$ cat config.mk
export PLATFORM = sky130hd
export DESIGN_NAME = abc_max_pulse
export DESIGN_NICKNAME = d
export VERILOG_FILES = /design/src/rtl/abc_pkg.sv /design/src/rtl/abc_pulse_gen.sv /design/src/rtl/abc_max_pulse.sv
export SDC_FILE = /design/constraint.sdc
export NUM_CORES = 1
export LEC_CHECK = 0
export CAP_MARGIN = 40
export CORE_MARGIN = 8
export CORE_UTILIZATION = 45
export CTS_CLUSTER_DIAMETER = 40
export DETAILED_ROUTE_END_ITERATION = 8
export PLACE_DENSITY = 0.73
export SLEW_MARGIN = 40
export SYNTH_ARGS = -nofsm -noshare
export SYNTH_HDL_FRONTEND = slang
export SYNTH_SLANG_ARGS = --single-unit
$ cat constraint.sdc
create_clock -name clock -period 2.4 [get_ports clock]
set_input_delay 0.48 -clock clock [delete_from_list [all_inputs] [get_ports clock]]
set_output_delay 0.48 -clock clock [all_outputs]
set_load 0.02 [all_outputs]
$ cat src/rtl/abc_pkg.sv
// Shared constants and FSM state encoding for the abc_max_pulse block.
package abc_pkg;

    localparam int WIDTH_DEF = 8;

    typedef enum logic [1:0] {
        S_ACQ,
        S_CLOSE,
        S_PULSE
    } state_t;

endpackage

$ cat src/rtl/abc_pulse_gen.sv
// Down-counter pulse generator: start loads len, out stays high for len cycles.
// done flags the final high cycle so the owner can act on the falling edge.
module abc_pulse_gen
    import abc_pkg::*;
#(
    parameter int WIDTH = WIDTH_DEF
) (
    input  logic             clock,
    input  logic             reset_,
    input  logic             start,
    input  logic [WIDTH-1:0] len,
    output logic             out,
    output logic             done
);

    logic [WIDTH-1:0] cnt;

    assign done = out && (cnt == WIDTH'(1));

    // NOTE: sequential state uses non-blocking assignments so every register
    // samples pre-edge values, independent of statement order.
    always_ff @(posedge clock or negedge reset_) begin
        if (!reset_) begin
            cnt <= '0;
            out <= 1'b0;
        end else if (start) begin
            cnt <= len;
            out <= (len != '0);
        end else if (out) begin
            if (cnt == WIDTH'(1)) begin
                cnt <= '0;
                out <= 1'b0;
            end else begin
                cnt <= cnt - WIDTH'(1);
            end
        end
    end

endmodule

$ cat src/rtl/abc_max_pulse.sv
// Two-channel dav_/rfd byte consumer; emits one pulse of width max(x,y).
// Build option: define ABC_MIN_SELECT_EN to use min(x,y) for the width instead.
module abc_max_pulse
    import abc_pkg::*;
#(
    parameter int WIDTH = WIDTH_DEF
) (
    input  logic             clock,
    input  logic             reset_,
    input  logic             dav_x,
    input  logic [WIDTH-1:0] x,
    output logic             rfd_x,
    input  logic             dav_y,
    input  logic [WIDTH-1:0] y,
    output logic             rfd_y,
    output logic             out
);

    state_t           state, state_nxt;
    logic [WIDTH-1:0] xr, yr, sel;
    logic             x_got, y_got, x_got_nxt, y_got_nxt;
    logic             rfd_x_nxt, rfd_y_nxt;
    logic             cap_x, cap_y, start, done;

`ifdef ABC_MIN_SELECT_EN
    assign sel = (xr < yr) ? xr : yr;
`else
    assign sel = (xr > yr) ? xr : yr;
`endif

    always_ff @(posedge clock or negedge reset_) begin
        if (!reset_) begin
            state <= S_ACQ;
            rfd_x <= 1'b1;
            rfd_y <= 1'b1;
            x_got <= 1'b0;
            y_got <= 1'b0;
            xr    <= '0;
            yr    <= '0;
        end else begin
            state <= state_nxt;
            rfd_x <= rfd_x_nxt;
            rfd_y <= rfd_y_nxt;
            x_got <= x_got_nxt;
            y_got <= y_got_nxt;
            if (cap_x) xr <= x;
            if (cap_y) yr <= y;
        end
    end

    // NOTE: every always_comb output gets a default first, so no path through
    // the case can leave a signal unassigned and infer a latch.
    always_comb begin
        state_nxt = state;
        rfd_x_nxt = rfd_x;
        rfd_y_nxt = rfd_y;
        x_got_nxt = x_got;
        y_got_nxt = y_got;
        cap_x     = 1'b0;
        cap_y     = 1'b0;
        start     = 1'b0;
        case (state)
            S_ACQ: begin
                cap_x = rfd_x && !dav_x;
                cap_y = rfd_y && !dav_y;
                if (cap_x) begin
                    rfd_x_nxt = 1'b0;
                    x_got_nxt = 1'b1;
                end
                if (cap_y) begin
                    rfd_y_nxt = 1'b0;
                    y_got_nxt = 1'b1;
                end
                if (x_got_nxt && y_got_nxt) state_nxt = S_CLOSE;
            end
            S_CLOSE: begin
                // Both producers must withdraw dav_ before the pulse begins.
                if (dav_x && dav_y) begin
                    start = 1'b1;
                    if (sel != '0) begin
                        state_nxt = S_PULSE;
                    end else begin
                        state_nxt = S_ACQ;
                        rfd_x_nxt = 1'b1;
                        rfd_y_nxt = 1'b1;
                        x_got_nxt = 1'b0;
                        y_got_nxt = 1'b0;
                    end
                end
            end
            S_PULSE: begin
                if (done) begin
                    state_nxt = S_ACQ;
                    rfd_x_nxt = 1'b1;
                    rfd_y_nxt = 1'b1;
                    x_got_nxt = 1'b0;
                    y_got_nxt = 1'b0;
                end
            end
            default: state_nxt = S_ACQ;
        endcase
    end

    abc_pulse_gen #(.WIDTH(WIDTH)) u_pulse_gen (
        .clock  (clock),
        .reset_ (reset_),
        .start  (start),
        .len    (sel),
        .out    (out),
        .done   (done)
    );

endmodule

---- After elaboration in Yosys (flattened, before gate mapping) ----
Index checks and enable logic that the tools add are counted.
storage, ports and cells
  logic and storage cells ................. 67
  register bits ........................... 31
  input port bits ......................... 20
  output and inout bits ................... 3
operators by class
  reductions and logical operators ........ 15
  add/sub/neg operators ................... 1
  multiplexer cells ....................... 32
  $lt $le $gt $ge ......................... 1
  eq/ne operators ......................... 9
operator list
  cell                                                 count
  2-to-1 mux 8 bit                                     4
  2-to-1 mux 1 bit                                     19
  != test 2 bit, second input constant                 6
  one-hot mux 1 bit (3 select lines)                   4
  AND reduction 5 bit                                  2
  equality test 8 x 1 -> 1 bit, second input constant  1
  > comparator 8 bit                                   1
  2-to-1 mux 2 bit                                     4
  nonzero test 8 bit                                   1
  subtractor 8 x 1 -> 8 bit, second input constant     1
  one-hot mux 2 bit (3 select lines)                   1
  logical AND 1 bit                                    5
  AND reduction 4 bit                                  1
  AND reduction 3 bit                                  1
  nonzero test 3 bit                                   1
  equality test 2 x 1 -> 1 bit, second input constant  1
  equality test 2 bit, second input constant           1
  zero test 1 bit                                      2
  zero test 2 bit                                      1
  nonzero test 2 bit                                   1

---- Longest topological paths before layout ----
Gate-level depths: netlist (run 1).
  depth in word-level cells ............... 7
  gate-level depth with buffers ........... 8
  mapped depth without buffers ............ 8

---- By module ----
Synthesis (run 1) repeated with hierarchy kept, for this count alone.
unflattened totals
  cells, all modules ...................... 188
  area total of the unflattened synthesis .. 1,963.1 sq um
modules (own cells, without submodules)
  module         area each (sq um)  seq. area each (sq um)  cells each  times used
  abc_max_pulse  1,385.1            553.0                   127         1
  abc_pulse_gen  578.1              225.2                   61          1

---- Least setup slack after synthesis (run 1) ----
No wires, ideal clock.
  path type ............................... flip-flop to flip-flop
  start point ............................. register xr[7]
  end point ............................... register x_got
  slack ................................... 0.512 ns
  library setup time ...................... 0.082 ns
  stages on the path, launching flop included .. 8
  period minus slack after synthesis ...... 1.888 ns
  data required time ...................... 2.318 ns
  buffers on the path ..................... 0
  data arrival time ....................... 1.806 ns
  cell sequence ........................... dfrtp_1 ha_1 nand4_1 nor2_1 a21oi_1 or3_1 and2_4 a31oi_1
between the ends
  longest elaborated chain between the ends .. 5
RTL lines
  element                                   RTL line             source
  start, declared                           abc_max_pulse.sv:20  logic [WIDTH-1:0] xr, yr, sel;
  start signal, assigned                    abc_max_pulse.sv:38  xr <= '0;
  start signal, assigned                    abc_max_pulse.sv:46  if (cap_x) xr <= x;
  > comparator 8 bit                        abc_max_pulse.sv:28  assign sel = (xr > yr) ? xr : yr;
  2-to-1 mux 8 bit (*)                      abc_max_pulse.sv:28
  nonzero test 8 bit (*)                    abc_max_pulse.sv:80  if (sel != '0) begin
  != test 2 bit (no source line) (*)        n/a
  AND reduction 4 bit (no source line) (*)  n/a
  end signal, assigned                      abc_max_pulse.sv:44  x_got <= x_got_nxt;
  end, declared                             abc_max_pulse.sv:21  logic x_got, y_got, x_got_nxt, y_got_nxt;
Mark *: on every way between the ends. The rest lies on a longest branch, timed or not.
A chain may end at the register's enable or synchronous reset.

---- Final worst setup path (run 1) ----
  start point ............................. register yr[7]
  end point ............................... register u_pulse_gen.cnt[3]
between the ends
  longest elaborated chain between the ends .. 3
RTL lines
  element                 RTL line             source
  start, declared         abc_max_pulse.sv:20
  start signal, assigned  abc_max_pulse.sv:47  if (cap_y) yr <= y;
  > comparator 8 bit      abc_max_pulse.sv:28
  2-to-1 mux 8 bit        abc_max_pulse.sv:28
  2-to-1 mux 8 bit        abc_pulse_gen.sv:26  end else if (start) begin
  end signal, assigned    abc_pulse_gen.sv:27  cnt <= len;
  end signal, assigned    abc_pulse_gen.sv:34  cnt <= cnt - WIDTH'(1);
  end, declared           abc_pulse_gen.sv:16  logic [WIDTH-1:0] cnt;
Every way passes these cells.

==> results of run 1 <==
placed cells by master, fill, tap and decap left out, drive strengths merged, types with 4 or more instances in the layout:
| cell | instances |
|---|---|
| mux2i | 11 |
| dfrtp | 29 |
| inv | 13 |
| clkbuf | 8 |
| ha | 14 |
| o21ai | 7 |
| nor4 | 6 |
| nand3 | 5 |
| nor2 | 15 |
| a21oi | 12 |
| nand2 | 10 |
| mux2 | 16 |
| a31oi | 4 |
| clkdlybuf4s50 | 22 |
state kept, by name (all words and copies together) (netlist names):
signal	count
x_got	1
u_pulse_gen.cnt	8
yr	8
y_got	1
rfd_y	1
xr	8
u_pulse_gen.out	1
state	2
rfd_x	1
layer usage:
layer | GRT usage | wire length [µm] | vias to the layer above
li1 | - | - | 710
met4 | 0.0611 | 79 | 0
met5 | 0 | 0 | -
met3 | 0.0405 | 169 | 7
met1 | 0.168 | 1800 | 702
met2 | 0.214 | 1840 | 28
path summary, 6_finish.rpt:
| kind | start | to | slack (ns) | cells past startpoint |
|---|---|---|---|---|
| setup / recovery | yr[7] | u_pulse_gen.cnt[3] | 0.28 | 8 |
| hold / removal | yr[1] | yr[1] | 0.56 | 1 |
| setup reg to reg | yr[7] | u_pulse_gen.cnt[3] | 0.28 | 8 |
| hold reg to reg | yr[1] | yr[1] | 0.56 | 1 |
| max in group asynchronous | reset_ | rfd_y | 1.49 | 2 |
| min in group asynchronous | reset_ | state[0] | 0.60 | 2 |
area by class of cell:
cell class / count / area, µm² / share of cell area
tap: 50 / 62.6 / 0.0282
timing repair buffer: 25 / 243 / 0.109
multi-input combinational: 130 / 985 / 0.444
clock buffer: 8 / 100 / 0.0451
sequential: 31 / 778 / 0.351
inverter: 13 / 48.8 / 0.0220
stage by stage:
stage | setup WS [ns] | hold slack, ns | area [µm²] | utilization | total power, mW
global placement | 0.348 | 0.539 | 2120 | 0.537 | 0.577
floorplan | 0.512 | 0.184 | 1820 | - | 0.533
finish | 0.281 | 0.564 | 2220 | 0.562 | 1.01
global route | 0.0789 | 0.587 | 2220 | 0.562 | 1.04
detailed placement | 0.289 | 0.552 | 2120 | 0.537 | 0.577
CTS | 0.286 | 0.561 | 2220 | 0.562 | 1.02
synthesized netlist by cell type (3+ instances only):
library cell and instances:
o21ai_0 7, nor2b_1 3, a31oi_1 4, nor2_1 13
nand3_1 5, or3_1 3, dfrtp_1 29, nand4_1 3
mux2i_1 11, inv_1 13, mux2_2 16, o211ai_1 3
nand2_1 10, ha_1 14, o221ai_1 3, a21oi_1 12
clkbuf_1 3, nor4_1 5
cell families after synthesis:
logic type / Yosys count / share of synthesized area
and+or+nand+nor: 51 / 0.152
xor gates and xnor gates: 1 / 0.00481
buffers and inverters: 16 / 0.0329
muxes: 27 / 0.159
AOI/OAI and AO/OA: 37 / 0.128
adders and majority gates: 14 / 0.0961
DFF: 31 / 0.427
power groups by stage:
stage | clock [mW] | sequential, mW | combinational [mW]
2_1_floorplan | 0 | 0.532 | 0.000741
5_1_grt | 0.473 | 0.522 | 0.0482
4_1_cts | 0.455 | 0.523 | 0.0449
6_report | 0.443 | 0.523 | 0.0435
3_3_place_gp | 0 | 0.532 | 0.0446
3_5_place_dp | 0 | 0.532 | 0.0446
==> impl_results.md, run 1 <==
- GRT Total Usage: 0.136
- Clock Power Share: 0.439
- Ranking of synthesized cells by area: dfrtp_1 (40%), mux2_2 (9.9%), ha_1 (9.6%), mux2i_1 (6.0%), a21oi_1 (3.3%)
- Worst-path clk slew: 0.06 ns
- Final setup vio count: 0
- Net count after synthesis: 211
- Internal power: 0.812 mW
- Switching share of total power: 0.196
- I/O Pins: 23
- Top delay family on crit path: simple AND/OR/NAND/NOR gates
- Clock Path Buffers: 2
- P_leak: 1.05 nW
- Setup TNS: 0 ns
- Worst-Margin Slew: 0.453 ns
- Initial antenna violation count: 0
- YS warnings: 0
- Asr flop ratio synth: 1.00
- IO buf count: 22
- Power Dens Cells: 455 nW/µm²
- Iteration count of the initial detailed-routing pass: 5
- Seq cells post-synth: 31
- Via count: 1,447
- CP Max Fanout: 9
- Switching pwr: 0.198 mW
- Max incr delay on CP: 0.39 ns
- Post-synth EDFFs: 0
- Avg Vias per Cell: 5.63
- Global route total overflow: 0
- Routability Congestion: 0.874
- Std-Cell Rows: 23
- TritonCTS buffer count: 5
- Core Area: 3940 µm²
- Root Buffer: clkbuf_8
- Setup crit start kind: flip-flop
- Final Non-Filler Cells: 257
- Post-CTS Resized: 0
- Data required, critical path: 2.55 ns
- Outcome: finished, final reports clean
- Clock skew: 0.00284 ns
- Final Net Count: 240
- Drt total wl: 3890 µm
- Achievable Freq: 472 MHz
- Netlist cell types: 34
- HP Class: flip-flop to flip-flop
- Max_slew headroom: 0.696
- Prevailing post-synth register cell: dfrtp_1
- CP Cell Sequence: inv_1, ha_1, nand4_1, nor2_1, a21oi_1, nor2_4, mux2i_1, o221ai_1
- Comb pwr share: 0.043
- Fin. Hold Viols: 0
- Largest net degree at the start of global routing: 32
- Cell Count Post-Placement: 249
- First-pass GRT wire length: 6950 µm
- RSZ-0062 raised after global routing: no
- Hold_buf cts: 0
- Clock Latency Late Sink: 0.28 ns
- Avg Cell Area, Syn: 10.3 µm²
- Arrival @ worst endpoint: 2.27 ns
- Die Height: 79.7 µm
- Die width: 79.7 µm
- Tmin final: 2.12 ns
- Die area: 6340 µm²
- Initial Util: 0.462
- H-tree Lvls: 2
- Sequential fraction of the synthesis area: 0.427
- Number of global-route vias before repair: 1,481
- P&R area growth vs syn: 21.6%
- Layout cells sized above 1: 0.159
- CTS tree: done
- Final Cycle Share: 0.883
- Diodes inserted: 0
- Cells after Synth: 177
- Initial DRC count: 49
- Synth top area share: 0.398
- Max_cap viols: 0
- Sequential share of power: 0.518
- CTS sink count: 31
- Synth area leader: dfrtp_1
- Syn Std Cell Area: 1820 µm²
- FILL cells: 335
- WL per Instance: 15.1 µm
- Slew Viols, Final: 0
- CP bufs+invs: 1
- DP HPWL: 2990 µm
- Crit Path Class: flip-flop to flip-flop
- CP endpoint kind: flip-flop
- Max rail drop VDD: 346 µV
- Detail Route Antenna Nets: 0
- Slowest stage cell, crit path: dfrtp_1
- Post-CTS Setup Inserts: 0
- DRC: 0
Power figures use the tool's default switching activity.
==> inputs of run 2 (changes only) <==
TNS_END_PERCENT = 10   (was unset)
==> results of run 2 <==
No change in the layout: final DEF, timing and power equal those of run 1.
